`src/rtl/gate_seq_pkg.sv`:
```
// ----------------------------------------------------------------------------
// gate_seq_pkg
// Shared types and constants for the gate truth-table sequencer.
//   - state_e      : sequencer FSM states
//   - N_VEC/IDX_W  : number of input vectors for a 2-input gate and index width
//   - ERR_W        : width of the mismatch counter (holds 0..4)
//   - CNT_W        : width of the settle counter (settle values 0..15)
//   - TT_*         : expected truth tables, bit i = f for {a,b} = i
// ----------------------------------------------------------------------------
package gate_seq_pkg;

    localparam int N_VEC = 4;
    localparam int IDX_W = 2;
    localparam int ERR_W = 3;
    localparam int CNT_W = 4;

    localparam logic [N_VEC-1:0] TT_AND  = 4'b1000;
    localparam logic [N_VEC-1:0] TT_OR   = 4'b1110;
    localparam logic [N_VEC-1:0] TT_XOR  = 4'b0110;
    localparam logic [N_VEC-1:0] TT_NAND = 4'b0111;

    typedef enum logic [2:0] {
        IDLE   = 3'd0,
        APPLY  = 3'd1,
        WAIT   = 3'd2,
        CHECK  = 3'd3,
        FINISH = 3'd4
    } state_e;

endpackage

```
`src/rtl/tt_settle_timer.sv`:
```
// ----------------------------------------------------------------------------
// tt_settle_timer
// Load/decrement down-counter used to hold the sequencer in its settle state.
// Ports:
//   clk      in  system clock, rising edge
//   rst      in  synchronous active-high reset (counter -> 0)
//   load     in  load load_val this cycle (has priority over dec)
//   load_val in  value to load
//   dec      in  decrement this cycle (saturates at 0)
//   last     out high while the counter holds its final count (1, or 0)
// ----------------------------------------------------------------------------
module tt_settle_timer #(
    parameter int CNT_W = 4
) (
    input  logic             clk,
    input  logic             rst,
    input  logic             load,
    input  logic [CNT_W-1:0] load_val,
    input  logic             dec,
    output logic             last
);

    logic [CNT_W-1:0] cnt_q;
    logic [CNT_W-1:0] cnt_d;

    always_comb begin
        cnt_d = cnt_q;
        if (load) begin
            cnt_d = load_val;
        end else if (dec && (cnt_q != '0)) begin
            cnt_d = cnt_q - CNT_W'(1);
        end
    end

    always_ff @(posedge clk) begin
        if (rst) begin
            cnt_q <= '0;
        end else begin
            cnt_q <= cnt_d;
        end
    end

    // The wait state is only entered with a nonzero load, so the count
    // normally exits at 1. Treating 0 as "last" too means a corrupted count
    // can never strand the FSM in its wait state.
    assign last = (cnt_q <= CNT_W'(1));

endmodule

```
`src/rtl/gate_tt_sequencer.sv`:
```
// ----------------------------------------------------------------------------
// gate_tt_sequencer
// Drives a 2-input combinational gate-under-test through vectors 00,01,10,11.
// After each vector it waits SETTLE_CYC cycles, samples gut_f, and compares it
// with EXPECT_TT. At the end of a run it pulses done and reports pass/err_cnt.
//
// Parameters:
//   SETTLE_CYC  wait cycles after applying a vector (0..15)
//   EXPECT_TT   expected truth table, bit i = f for {a,b} = i
//
// Ports:
//   clk      in   system clock, rising edge
//   rst      in   synchronous active-high reset
//   start    in   run request, only honoured in IDLE
//   busy     out  high in every state except IDLE
//   done     out  one-cycle pulse when a run completes
//   pass     out  last completed run had zero mismatches
//   err_cnt  out  mismatch count of current/last run (0..4)
//   gut_a    out  registered GUT input a
//   gut_b    out  registered GUT input b
//   gut_f    in   GUT output
//   obs_tt   out  observed truth table
//
// Build option: define TT_SEQ_CAPTURE_EN to capture gut_f into obs_tt during
// each check. Without it obs_tt is tied to 0 and no capture flops exist.
// ----------------------------------------------------------------------------
module gate_tt_sequencer
    import gate_seq_pkg::*;
#(
    parameter int               SETTLE_CYC = 2,
    parameter logic [N_VEC-1:0] EXPECT_TT  = TT_AND
) (
    input  logic             clk,
    input  logic             rst,
    input  logic             start,
    output logic             busy,
    output logic             done,
    output logic             pass,
    output logic [ERR_W-1:0] err_cnt,
    output logic             gut_a,
    output logic             gut_b,
    input  logic             gut_f,
    output logic [N_VEC-1:0] obs_tt
);

    localparam logic [CNT_W-1:0] SETTLE_LD = CNT_W'(SETTLE_CYC);
    localparam bit               HAS_WAIT  = (SETTLE_CYC > 0);

    state_e           state_q;
    state_e           state_d;
    logic [IDX_W-1:0] idx_q;
    logic [IDX_W-1:0] idx_d;
    logic [ERR_W-1:0] err_cnt_q;
    logic [ERR_W-1:0] err_cnt_d;
    logic             pass_q;
    logic             pass_d;
    logic             gut_a_q;
    logic             gut_a_d;
    logic             gut_b_q;
    logic             gut_b_d;

    logic             timer_load;
    logic             timer_dec;
    logic             timer_last;
    logic             mismatch;

    // ------------------------------------------------------------------
    // Settle timer: loaded in APPLY, counts down in WAIT
    // ------------------------------------------------------------------
    assign timer_load = (state_q == APPLY);
    assign timer_dec  = (state_q == WAIT);

    tt_settle_timer #(
        .CNT_W (CNT_W)
    ) u_timer (
        .clk      (clk),
        .rst      (rst),
        .load     (timer_load),
        .load_val (SETTLE_LD),
        .dec      (timer_dec),
        .last     (timer_last)
    );

    // gut_a/gut_b are registered copies of idx, so in CHECK gut_f belongs to
    // the vector selected by idx_q.
    assign mismatch = (gut_f != EXPECT_TT[idx_q]);

    // ------------------------------------------------------------------
    // FSM: state register
    // ------------------------------------------------------------------
    always_ff @(posedge clk) begin
        if (rst) begin
            state_q <= IDLE;
        end else begin
            state_q <= state_d;
        end
    end

    // ------------------------------------------------------------------
    // FSM: next-state logic
    // ------------------------------------------------------------------
    always_comb begin
        state_d = state_q;
        case (state_q)
            IDLE: begin
                if (start) begin
                    state_d = APPLY;
                end
            end
            APPLY: begin
                state_d = HAS_WAIT ? WAIT : CHECK;
            end
            WAIT: begin
                if (timer_last) begin
                    state_d = CHECK;
                end
            end
            CHECK: begin
                state_d = (idx_q == IDX_W'(N_VEC - 1)) ? FINISH : APPLY;
            end
            FINISH: begin
                state_d = IDLE;
            end
            default: begin
                state_d = IDLE;
            end
        endcase
    end

    // ------------------------------------------------------------------
    // FSM: outputs decoded from state
    // ------------------------------------------------------------------
    always_comb begin
        busy = (state_q != IDLE);
        done = (state_q == FINISH);
    end

    // ------------------------------------------------------------------
    // Datapath next values
    // ------------------------------------------------------------------
    always_comb begin
        idx_d     = idx_q;
        err_cnt_d = err_cnt_q;
        pass_d    = pass_q;
        gut_a_d   = gut_a_q;
        gut_b_d   = gut_b_q;
        case (state_q)
            IDLE: begin
                if (start) begin
                    idx_d     = '0;
                    err_cnt_d = '0;
                    pass_d    = 1'b0;
                end
            end
            APPLY: begin
                gut_a_d = idx_q[1];
                gut_b_d = idx_q[0];
            end
            CHECK: begin
                // At most N_VEC increments per run, so ERR_W bits never wrap.
                if (mismatch) begin
                    err_cnt_d = err_cnt_q + ERR_W'(1);
                end
                if (idx_q != IDX_W'(N_VEC - 1)) begin
                    idx_d = idx_q + IDX_W'(1);
                end
            end
            FINISH: begin
                // err_cnt_q already includes the last CHECK's increment.
                pass_d  = (err_cnt_q == '0);
                gut_a_d = 1'b0;
                gut_b_d = 1'b0;
            end
            default: begin
            end
        endcase
    end

    always_ff @(posedge clk) begin
        if (rst) begin
            idx_q     <= '0;
            err_cnt_q <= '0;
            pass_q    <= 1'b0;
            gut_a_q   <= 1'b0;
            gut_b_q   <= 1'b0;
        end else begin
            idx_q     <= idx_d;
            err_cnt_q <= err_cnt_d;
            pass_q    <= pass_d;
            gut_a_q   <= gut_a_d;
            gut_b_q   <= gut_b_d;
        end
    end

    assign err_cnt = err_cnt_q;
    assign pass    = pass_q;
    assign gut_a   = gut_a_q;
    assign gut_b   = gut_b_q;

    // ------------------------------------------------------------------
    // Optional observed truth-table capture
    // ------------------------------------------------------------------
`ifdef TT_SEQ_CAPTURE_EN
    logic [N_VEC-1:0] obs_tt_q;
    logic [N_VEC-1:0] obs_tt_d;

    always_comb begin
        obs_tt_d = obs_tt_q;
        if ((state_q == IDLE) && start) begin
            obs_tt_d = '0;
        end else if (state_q == CHECK) begin
            obs_tt_d[idx_q] = gut_f;
        end
    end

    always_ff @(posedge clk) begin
        if (rst) begin
            obs_tt_q <= '0;
        end else begin
            obs_tt_q <= obs_tt_d;
        end
    end

    assign obs_tt = obs_tt_q;
`else
    assign obs_tt = '0;
`endif

endmodule

```
`config.mk`:
```
export PLATFORM = sky130hd
export DESIGN_NAME = gate_tt_sequencer
export DESIGN_NICKNAME = d
export VERILOG_FILES = /design/src/rtl/gate_seq_pkg.sv /design/src/rtl/tt_settle_timer.sv /design/src/rtl/gate_tt_sequencer.sv
export SDC_FILE = /design/constraint.sdc
export NUM_CORES = 1
export LEC_CHECK = 0
export BUFFER_PORTS_ARGS = -buffer_cell sky130_fd_sc_hd__buf_4
export CAP_MARGIN = 25
export CORE_MARGIN = 4
export CORE_UTILIZATION = 56
export CTS_BUF_LIST = sky130_fd_sc_hd__clkbuf_8
export CTS_CLUSTER_DIAMETER = 150
export CTS_CLUSTER_SIZE = 8
export DETAILED_ROUTE_END_ITERATION = 8
export PLACE_DENSITY = 0.83
export SLEW_MARGIN = 25
export SYNTH_ARGS = -nofsm -noshare
export SYNTH_HDL_FRONTEND = slang
export SYNTH_HIERARCHICAL = 1
export SYNTH_SLANG_ARGS = --single-unit
```
`constraint.sdc`:
```
create_clock -name clk -period 2.2 [get_ports clk]
set_input_delay 0.22 -clock clk [delete_from_list [all_inputs] [get_ports clk]]
set_output_delay 0.22 -clock clk [all_outputs]
set_load 0.005 [all_outputs]
```
# Word-level counts from Yosys, hierarchy flattened
# Index checks and enable logic that the tools add are counted.
# totals
regBits,15
output_inout_bits,12
elab_cells,56
# classes
eq_ne,11
addsub,3
order_cmp,2
muxes,18
reduce_logical,14
# ops
operator,n
$mux W3,5
$pmux W3 S4,1
$ne A2 B2 Y1 const B,5
$mux W2,4
$reduce_bool A2 Y1,4
$eq A3 B2 Y1 const B,2
$logic_not A3 Y1,2
$pmux W1 S2,3
$pmux W3 S2,1
$reduce_and A3 Y1,2
$le A4 B1 Y1 const B,1
$pmux W2 S2,1
$reduce_and A2 Y1,2
$reduce_bool A4 Y1,1
$sub A4 B1 Y4 const B,1
$add A3 B1 Y3 const B,1
$eq A3 B1 Y1 const B,1
$eq A3 B3 Y1 const B,1
$lt A2 B3 Y1 const B,1
$reduce_bool A3 Y1,1
$add A2 B1 Y2 const B,1
$bmux W1 S2,1
$eq A2 B2 Y1 const B,1
$mux W1,2
3 further kinds,3

# Longest topological paths before layout
# Gate-level depths: netlist of the first run.
# logic_depth
depth_word,5
mapped_depth,7
mapped_depth_nobuf,7

# By module
# The synthesis of the first run kept the hierarchy.
# modules_own_cells
mod,instances,cells_each,area_each_um2
gate_tt_sequencer,1,68,604.3
tt_settle_timer,1,33,281.5

# Least setup slack after synthesis of the first run
# OpenSTA, ideal clock, no wires.
# synth_timing
kind,flip-flop to flip-flop
start,register state_q[1]
end,register u_timer.cnt_q[3]
setup_ps,123
t_arrival_ps,1545
n_path_buf,1
path_slack_ps,532
stages_incl_launch_ff,6
period_less_slack_ps,1668
path_cell_list,dfxtp_1 buf_2 nor3b_1 nor4b_1 mux2i_1 a211oi_1
# synth_via
elab_chain_len,2
# synth_lines
element,line_no,rtl
from (decl),gate_tt_sequencer.sv:49,state_e state_q;
from (signal assigned),gate_tt_sequencer.sv:95,state_q <= state_d;
$eq A3 B2 Y1,gate_tt_sequencer.sv:71,assign timer_dec = (state_q == WAIT);
named net timer_dec,gate_tt_sequencer.sv:63,logic timer_dec;
$logic_and A1 B1 Y1,tt_settle_timer.sv:30,end else if (dec && (cnt_q != '0)) begin
to (signal assigned),tt_settle_timer.sv:39,cnt_q <= cnt_d;
to (decl),tt_settle_timer.sv:23,logic [CNT_W-1:0] cnt_q;
# The timed path passes the listed nets, and every way through them passes these cells.
# A chain may end at the register's enable or synchronous reset.

# Final worst setup path of the first run
# layout_timing
start,register state_q[0]
end,register u_timer.cnt_q[1]
# layout_rtl
element,line_no,rtl
$eq A3 B1 Y1 (*),gate_tt_sequencer.sv:70,assign timer_load = (state_q == APPLY);
named net timer_load,gate_tt_sequencer.sv:62,logic timer_load;
$mux W2 or $reduce_bool A2 Y1 (tied branches),n/a,
# Mark *: on every way through the listed nets, which the timed path passes. The rest lies on a longest branch.

==> reports/metrics.yaml, run 1 <==
placed_design:
  dp_hpwl_mm: 1.28
  port_buffers: 11
  gp_congestion: 0.775
floorplanning:
  core.rowCount: 14
  die_w_um: 47.8
  core-area_mm2: 0.00151
  die_area_mm2: 0.00228
  die_height_um: 47.8
  start_util_pct: 58.8
  ios: 16
detailed_routing:
  drtAntennaViolNets: 0
  via_count: 759
  wl_per_cell_um: 13.7
  drc: 0
  first_iter_violations: 21
  routed_wl_mm: 1.80
  vias_per_cell: 5.79
  dr.pass1.iters: 4
grt:
  overflow: 0
  grt_max_degree: 19
  antenna_found_initial: 0
  grt_pass1_wl_mm: 2.99
  grt_usage_pct: 18.9
  grt_pass1_vias: 719
setup_path:
  regToRegStartpoint: "state_q[0]"
  worstSetupPathType: "reg2reg"
  crit_fanout: 9
  crit_arrival_ps: 1840
  crit_path_end_kind: "flop"
  r2r-end: "u_timer/cnt_q[1]"
  critical_path.startpoint_type: "flop"
  critical_path_required_ps: 2340
  r2r_slack_ps: 500
  r2r_cells: 4
finish:
  seq_area_um2: 300
  diodes: 0
  synthToLayoutAreaGrowth_pct: 14.0
  final_util_pct: 67.0
  layout-drive-gt1-share_pct: 20.0
  fin_nets: 126
  fill_cells: 130
  multi_input_area_um2: 512
sta:
  finalHoldViolations: 0
  fin_crit_sh_pct: 77.3
  period_needed_ps: 1700
  maxSlewViolCount: 0
  rsz0062_at_grt: "no"
  setup_viol: 0
  tns_ps: 0
  fmax_ghz: 0.588
  finalClockSkew_ps: 3.93
logic_synthesis:
  ys_types: 36
  yosysWarnings: 6
  syn_inst: 101
  synth_edf_count: 0
  yosys.area.top_type: "dfxtp_1"
  synth.area.top_cells: "dfxtp_1 34%, ha_1 8.5%, inv_1 4.7%, a21oi_1 4.0%, buf_4 3.4%"
  avgSynthCellArea_um2: 8.77
  yosysTopAreaCellShare_pct: 33.9
  synthArstFlopShare_pct: 0
  synth_most_common_cell: "dfxtp_1"
  ys.flop_type: "dfxtp_1"
  ys_seq_area_share_pct: 33.9
  synth_top_cells_by_count: "15 x dfxtp_1, 11 x inv_1, 7 x a21oi_1"
  syn_area_um2: 886
  ys_ff_latch: 15
cts:
  clk_pin_slew_ps: 60
  numCtsBuffers: 3
  cts_max_level: 1
  post_cts_resized: 0
  post_cts.repair.setup_buffers: 0
  ctsHoldBuffers: 0
  root_buffer: "clkbuf_8"
  cts_sinks: 15
  cts_tree: "yes"
  clock_latency_ps: 250
  cts_buffer_depth: 2
power_and_ir_drop:
  ir_drop_mv: 0.332
  p_leak_nw: 0.412
  finalPower_uw: 767
  power_density_mw_per_mm2: 760
min_path:
  min_delay_path_depth: 2
  min_from: "rst"
  min_path_type: "in2reg"
  holdPathEnd: "gut_b"
status:
  status: "completed"
flow_run:
  drv_cap: 0
[critical path: stages (launching register included)]
cell and delay (ps):
dfxtp_1 470, or3b_1 420, inv_1 240, nor3_1 100, a311o_1 350
[layout make-up]
type,count,area share (%)
clock buffers,3,4.09
multi-input cells,73,50.7
inverters,11,4.09
flip-flops and latches,15,29.7
clock inverters,1,0.496
repair buffers,12,8.92
well taps,16,1.98
[report_power, final]
| group | internal [mW] | switching [mW] | leakage [nW] |
|---|---|---|---|
| Combinational | 0.0972 | 0.112 | 0.265 |
| Sequential | 0.296 | 0.0327 | 0.122 |
| Clock | 0.126 | 0.104 | 0.0255 |
| Total | 0.519 | 0.248 | 0.412 |
[registers in the layout, summed over array words and instances, names as in the netlist]
name,count
u_timer/cnt_q,4
err_cnt,3
gut_a,1
state_q,3
pass,1
idx_q,2
gut_b,1
[kinds of logic (layout without fill, tap and decap cells)]
logic type	count (synthesis)	in the layout	synth area share [%]
AND/OR/NAND/NOR	34	34	23.2
AO/OA/AOI/OAI	20	20	17.2
buffers and inverters	19	27	10.9
flip-flops	15	15	33.9
adder cells (fa/ha/maj)	6	6	8.47
multiplexers	3	3	3.53
other	2	8	0.848
XOR/XNOR	2	2	1.98
[worst max-delay path by stage]
stage | startpoint | endpoint | slack, ps | depth (start not counted)
floorplan | state_q[1] | u_timer/cnt_q[3] | 530 | 5
global placement | state_q[0] | u_timer/cnt_q[1] | 560 | 4
detailed placement | state_q[0] | u_timer/cnt_q[1] | 530 | 4
CTS | state_q[0] | u_timer/cnt_q[1] | 510 | 4
global route | state_q[0] | u_timer/cnt_q[1] | 390 | 4
finish | state_q[0] | u_timer/cnt_q[1] | 500 | 4
[routing by layer]
metal  vias to the layer above  part of all wire (%)  track usage [%]
met1                       364                    45             20.8
li1                        374                     -                -
met4                         0                   1.1             7.53
met2                        19                    48             32.7
met3                         2                   6.0             6.77
met5                         -                     0                0
[through the flow]
stage / cell area [um^2] / hold slack (ps) / cells / worst slack (ps)
2_1_floorplan: 908 / 292 / 107 / 532
3_3_place_gp: 963 / 458 / 127 / 562
3_5_place_dp: 963 / 473 / 127 / 531
4_1_cts: 1010 / 275 / 131 / 514
5_1_grt: 1010 / 295 / 131 / 390
6_report: 1010 / 283 / 131 / 499
[layout by cell type (no fill, tap or decap), types with 4 or more instances in the layout]
| cell type | netlist | layout |
|---|---|---|
| inv_1 | 11 | 11 |
| dfxtp_1 | 15 | 15 |
| nand3_1 | 4 | 4 |
| nor2_1 | 6 | 6 |
| ha_1 | 6 | 6 |
| conb_1 | 2 | 8 |
| nand2_1 | 5 | 5 |
| a21oi_1 | 7 | 7 |
| nor3_1 | 4 | 4 |
| buf_4 | 4 | 12 |
Power figures use the tool's default switching activity.
==> run 2: changes to the inputs <==
==> constraint.sdc (replaced) <==
create_clock -name clk -period 1.6 [get_ports clk]
set_input_delay 0.16 -clock clk [delete_from_list [all_inputs] [get_ports clk]]
set_output_delay 0.16 -clock clk [all_outputs]
set_load 0.005 [all_outputs]
==> run 2 against run 1 <==
Effect of this change:
- count of clock-buffer cells in the layout is the same
- register-to-register slack lost 440 ps
- wire length grew 16%
- critical path depth grew 1
- via count grew 6.5%
- largest power group unchanged
==> reports/metrics.yaml, run 2 (synthesis gave the netlist of run 1 again) <==
cts:
  ctsHoldBuffers: 0
  clk_pin_slew_ps: 60
  numCtsBuffers: 3
  cts_max_level: 1
  cts_sinks: 15
  clock_latency_ps: 250
  cts_buffer_depth: 2
  cts_tree: "yes"
  root_buffer: "clkbuf_8"
setup_path:
  crit_path_end_kind: "flop"
  regToRegStartpoint: "u_timer/cnt_q[0]"
  worstSetupStartpoint: "u_timer/cnt_q[0]"
  r2r_slack_ps: 60
  worstSetupPathType: "reg2reg"
  critical_path_required_ps: 1760
  cp-endpoint: "u_timer/cnt_q[0]"
  r2r_cells: 5
  crit_arrival_ps: 1700
  critical_path.startpoint_type: "flop"
  r2r-end: "u_timer/cnt_q[0]"
  crit_fanout: 4
detailed_routing:
  via_count: 808
  dr.pass1.iters: 5
  first_iter_violations: 28
  routed_wl_mm: 2.08
  drtAntennaViolNets: 0
  vias_per_cell: 5.77
  wl_per_cell_um: 14.9
  drc: 0
sta:
  fin_crit_sh_pct: 96.2
  setup_viol: 0
  tns_ps: 0
  period_needed_ps: 1540
  fmax_ghz: 0.650
  finalHoldViolations: 0
  maxSlewViolCount: 0
  hold_ws_ps: 231
  finalClockSkew_ps: 2.07
finish:
  layout-drive-gt1-share_pct: 33.1
  largest_reg_flops: 4
  fill_cells: 117
  fin_nets: 135
  synthToLayoutAreaGrowth_pct: 27.3
  most-common-layout-cells: "21 x buf_4, 10 x inv_1, 10 x dfxtp_1"
  diodes: 0
  fin_area_mm2: 0.00113
  regMostFlops: "u_timer/cnt_q"
  seq_area_um2: 307
  multi_input_area_um2: 557
  final_util_pct: 74.8
  layout_commonest_cell: "buf_4"
floorplanning:
  ios: 16
  core-area_mm2: 0.00151
  die_w_um: 47.8
  start_util_pct: 58.8
  die_area_mm2: 0.00228
  core.rowCount: 14
  die_height_um: 47.8
grt:
  grt_usage_pct: 20.5
  grt_max_degree: 19
  grt_pass1_wl_mm: 3.20
  overflow: 0
  antenna_found_initial: 0
  grt_pass1_vias: 750
power_and_ir_drop:
  ir_drop_mv: 0.842
  p_leak_nw: 0.465
  finalPower_mw: 1.16
  power_density_mw_per_mm2: 1030
status:
  status: "completed"
placed_design:
  port_buffers: 11
  dp_hpwl_mm: 1.43
  gp_congestion: 0.702
  placement.cell_area_mm2: 0.00103
flow_run:
  drv_cap: 0
min_path:
  min_path_type: "in2reg"
==> run 2: how the worst min path moves through the flow <==
stage               slack [ps]  cells past startpoint          endpoint  start
floorplan                  230                      1  u_timer/cnt_q[0]    rst
global placement           460                      2              pass   pass
detailed placement         470                      2              pass   pass
CTS                        220                      2             gut_b    rst
global route               240                      2             gut_b    rst
finish                     230                      2  u_timer/cnt_q[0]    rst
==> run 2: through the flow <==
stage / setup slack [ps] / std cells
after global placement: 69.8 / 135
after floorplan: 35.0 / 107
final: 61.6 / 140
after CTS: -2.63 / 139
after global routing: -3.78 / 140
after detailed placement: 20.6 / 135
==> run 2: area by class of cell <==
type                            instances  share of cell area, %
Tap cell                               16                   1.78
Inverter                               11                   3.66
Multi-Input combinational cell         73                   49.4
Timing Repair Buffer                   21                   14.0
Clock buffer                            3                   3.66
Clock inverter                          1                  0.333
Sequential cell                        15                   27.2
==> run 2: critical path, stage by stage, from the launching register on <==
cell	delay [ps]
dfxtp_2	330
inv_1	100
ha_4	150
or3b_4	420
a21o_2	220
a311oi_1	230
==> run 2: where the power goes <==
part	internal, mW	switching, mW	leakage, nW	total, mW
Clock	0.170	0.139	0.0269	0.309
Combinational	0.193	0.199	0.314	0.392
Sequential	0.412	0.0476	0.124	0.459
==> run 2: what timing repair did <==
action,4_1_cts,5_1_grt
pin swaps,0,4
resized for setup,1,12
endpoints found under the setup margin,1,6
endpoints found under the hold margin,0,0
buffers inserted,0,1
==> run 2: layer usage <==
layer	track usage (%)	part of all wire, %
met1	26.1	45
met5	0	0
met4	10.2	2.1
met3	6.02	4.3
met2	31.4	48
==> run 3: changes to the inputs <==
--- a/config.mk
+++ b/config.mk
@@ -17,5 +17,4 @@
 export SLEW_MARGIN = 25
 export SYNTH_ARGS = -nofsm -noshare
 export SYNTH_HDL_FRONTEND = slang
-export SYNTH_HIERARCHICAL = 1
 export SYNTH_SLANG_ARGS = --single-unit
==> constraint.sdc (replaced) <==
create_clock -name clk -period 1.6 [get_ports clk]
set_input_delay 0.48 -clock clk [delete_from_list [all_inputs] [get_ports clk]]
set_output_delay 0.48 -clock clk [all_outputs]
set_load 0.005 [all_outputs]
==> run 3 against run 2 <==
Effect of this change:
- synthesized cell count fell by 0.99%
- utilization rose by 4.5 points
- first-iteration DRC count fell by 61%
- synthesized area fell by 2.0%
- fmax fell by 0.93%
- sequential power fell by 5.0%
- critical path type is now reg2out
- largest cell class unchanged
- highest routed layer unchanged
==> reports/metrics.yaml, run 3 <==
logic_synthesis:
  yosys.area.top_type: "dfxtp_1"
  ys.flop_type: "dfxtp_1"
  ys_ff_latch: 15
  synth_edf_count: 0
  ys_types: 35
  synth_top_cells_by_count: "15 x dfxtp_1, 7 x inv_1, 7 x o21ai_0"
  ys_seq_area_share_pct: 34.6
  yosysWarnings: 0
  yosysTopAreaCellShare_pct: 34.6
  synthArstFlopShare_pct: 0
  syn_area_um2: 868
  syn_inst: 100
  avgSynthCellArea_um2: 8.68
  synth_most_common_cell: "dfxtp_1"
  synth.area.top_cells: "dfxtp_1 35%, ha_1 8.6%, nor3b_1 5.2%, o21ai_0 4.0%, a21oi_1 3.5%"
cts:
  cts_buffer_depth: 2
  root_buffer: "clkbuf_8"
  ctsHoldBuffers: 0
  clock_latency_ps: 250
  cts_tree: "yes"
  numCtsBuffers: 3
  cts_sinks: 15
  clk_pin_slew_ps: 60
  cts_max_level: 1
grt:
  grt_pass1_wl_mm: 3.04
  grt_pass1_vias: 728
  overflow: 0
  antenna_found_initial: 0
  grt_max_degree: 20
  grt_usage_pct: 20.0
flow_run:
  drv_cap: 0
status:
  status: "completed"
sta:
  maxSlewViolCount: 0
  period_needed_ps: 1550
  fmax_ghz: 0.644
  tns_ps: 0
  setup_viol: 0
  finalClockSkew_ps: 3.39
  finalHoldViolations: 0
  fin_crit_sh_pct: 97.1
  layout_setup_ws_ps: 47.2
setup_path:
  crit_fanout: 7
  crit_arrival_ps: 1070
  critPathMostFrequentCell: "buf_4"
  critical_path_required_ps: 1120
  crit_chain: "buf_4, nor2_4, nand2_1, buf_4"
  critPathSlowestCell: "dfxtp_4"
  max_stage_delay_ps: 360
  critical_path.startpoint_type: "flop"
  crit_path_end_kind: "primary output"
  worstSetupPathType: "reg2out"
power_and_ir_drop:
  p_leak_nw: 0.451
  seq_power_share_pct: 40.0
  comb_power_share_pct: 31.7
  power_density_mw_per_mm2: 992
  finalPower_mw: 1.09
  p_clk_share_pct: 28.2
  internal_power_uw: 748
  p_sw_share_pct: 31.3
  power.switching_uw: 340
  ir_drop_mv: 0.847
detailed_routing:
  wl_per_cell_um: 13.8
  routed_wl_mm: 1.87
  dr_wl_met3_um: 101
  dr.pass1.iters: 4
  highest-signal-layer: "met4"
  first_iter_violations: 11
  via_count: 773
  routed-wl-met2_um: 875
  vias_per_cell: 5.68
  drtAntennaViolNets: 0
  drt-met1-wl_um: 857
  drc: 0
finish:
  layout-drive-gt1-share_pct: 30.6
  most-common-layout-cells: "23 x buf_4, 12 x dfxtp_1, 8 x inv_1"
  fill_cells: 90
  synthToLayoutAreaGrowth_pct: 26.4
  regMostFlops: "u_timer.cnt_q"
  layout_commonest_cell: "buf_4"
  fin_nets: 132
  diodes: 0
  fin_cells: 136
  final_util_pct: 79.4
  largest_reg_flops: 4
floorplanning:
  core-area_mm2: 0.00138
  die_height_um: 47.4
  die_area_mm2: 0.00224
  ios: 16
  start_util_pct: 62.8
  die_w_um: 47.4
  core.rowCount: 13
min_path:
  min_path_type: "reg2reg"
placed_design:
  dpl.cell_count: 131
  port_buffers: 11
  dpl_worst_slack_ps: -0.759
  dp_hpwl_mm: 1.30
  gp_congestion: 0.855
[run 3: final cells by class]
type	instances	area, um^2	area share, %
multi-input cells	72	528	48.1
flip-flops and latches	15	307	27.9
repair buffers	23	173	15.7
clock buffers	3	41.3	3.76
inverters	7	26.3	2.39
well taps	15	18.8	1.71
clock inverters	1	3.75	0.342
[run 3: per-layer routing]
layer / up-vias / GRT usage, %
met5: - / 0
met4: 0 / 11.6
met3: 5 / 5.75
met2: 18 / 31.6
met1: 357 / 24.1
li1: 393 / -
[run 3: cells by family after synthesis]
| kind of cell | count (synthesis) | synth area share, % |
|---|---|---|
| buf+inv | 16 | 8.93 |
| other cells | 1 | 0.432 |
| fa+ha+maj | 6 | 8.65 |
| compound gates | 26 | 19.5 |
| flops | 15 | 34.6 |
| mux | 1 | 1.30 |
| xor+xnor | 2 | 2.02 |
| simple gates | 33 | 24.6 |
[run 3: power by group through the flow]
| stage | clock network [mW] | logic (mW) | registers (mW) |
|---|---|---|---|
| finish | 0.307 | 0.346 | 0.436 |
| global route | 0.324 | 0.387 | 0.440 |
| CTS | 0.311 | 0.309 | 0.435 |
| detailed placement | 0 | 0.305 | 0.440 |
| global placement | 0 | 0.298 | 0.438 |
| floorplan | 0 | 0.203 | 0.424 |
[run 3: final timing paths]
path / end / start / slack, ps / depth (start not counted)
max: busy / state_q[0] / 50 / 4
min: gut_b / gut_b / 480 / 2
max reg2reg: u_timer.cnt_q[2] / u_timer.cnt_q[1] / 60 / 5
min reg2reg: gut_b / gut_b / 480 / 2
[run 3: repair_timing]
item                       in CTS  in global routing
setup endpoints to repair       3                  6
gates resized for setup         2                  8
buffers inserted                0                  1
[run 3: metrics by stage]
stage	hold WS, ps	instance area, um^2
after floorplan	462	880
after global placement	461	1010
after detailed placement	468	1010
after CTS	478	1060
after global routing	508	1100
final	477	1100
[run 3: worst max-delay path: cells and delay by family, from the launching register on]
family,cells,cell delay [ps]
buffers and inverters,2,290
flip-flops,1,360
AND/OR/NAND/NOR,2,160
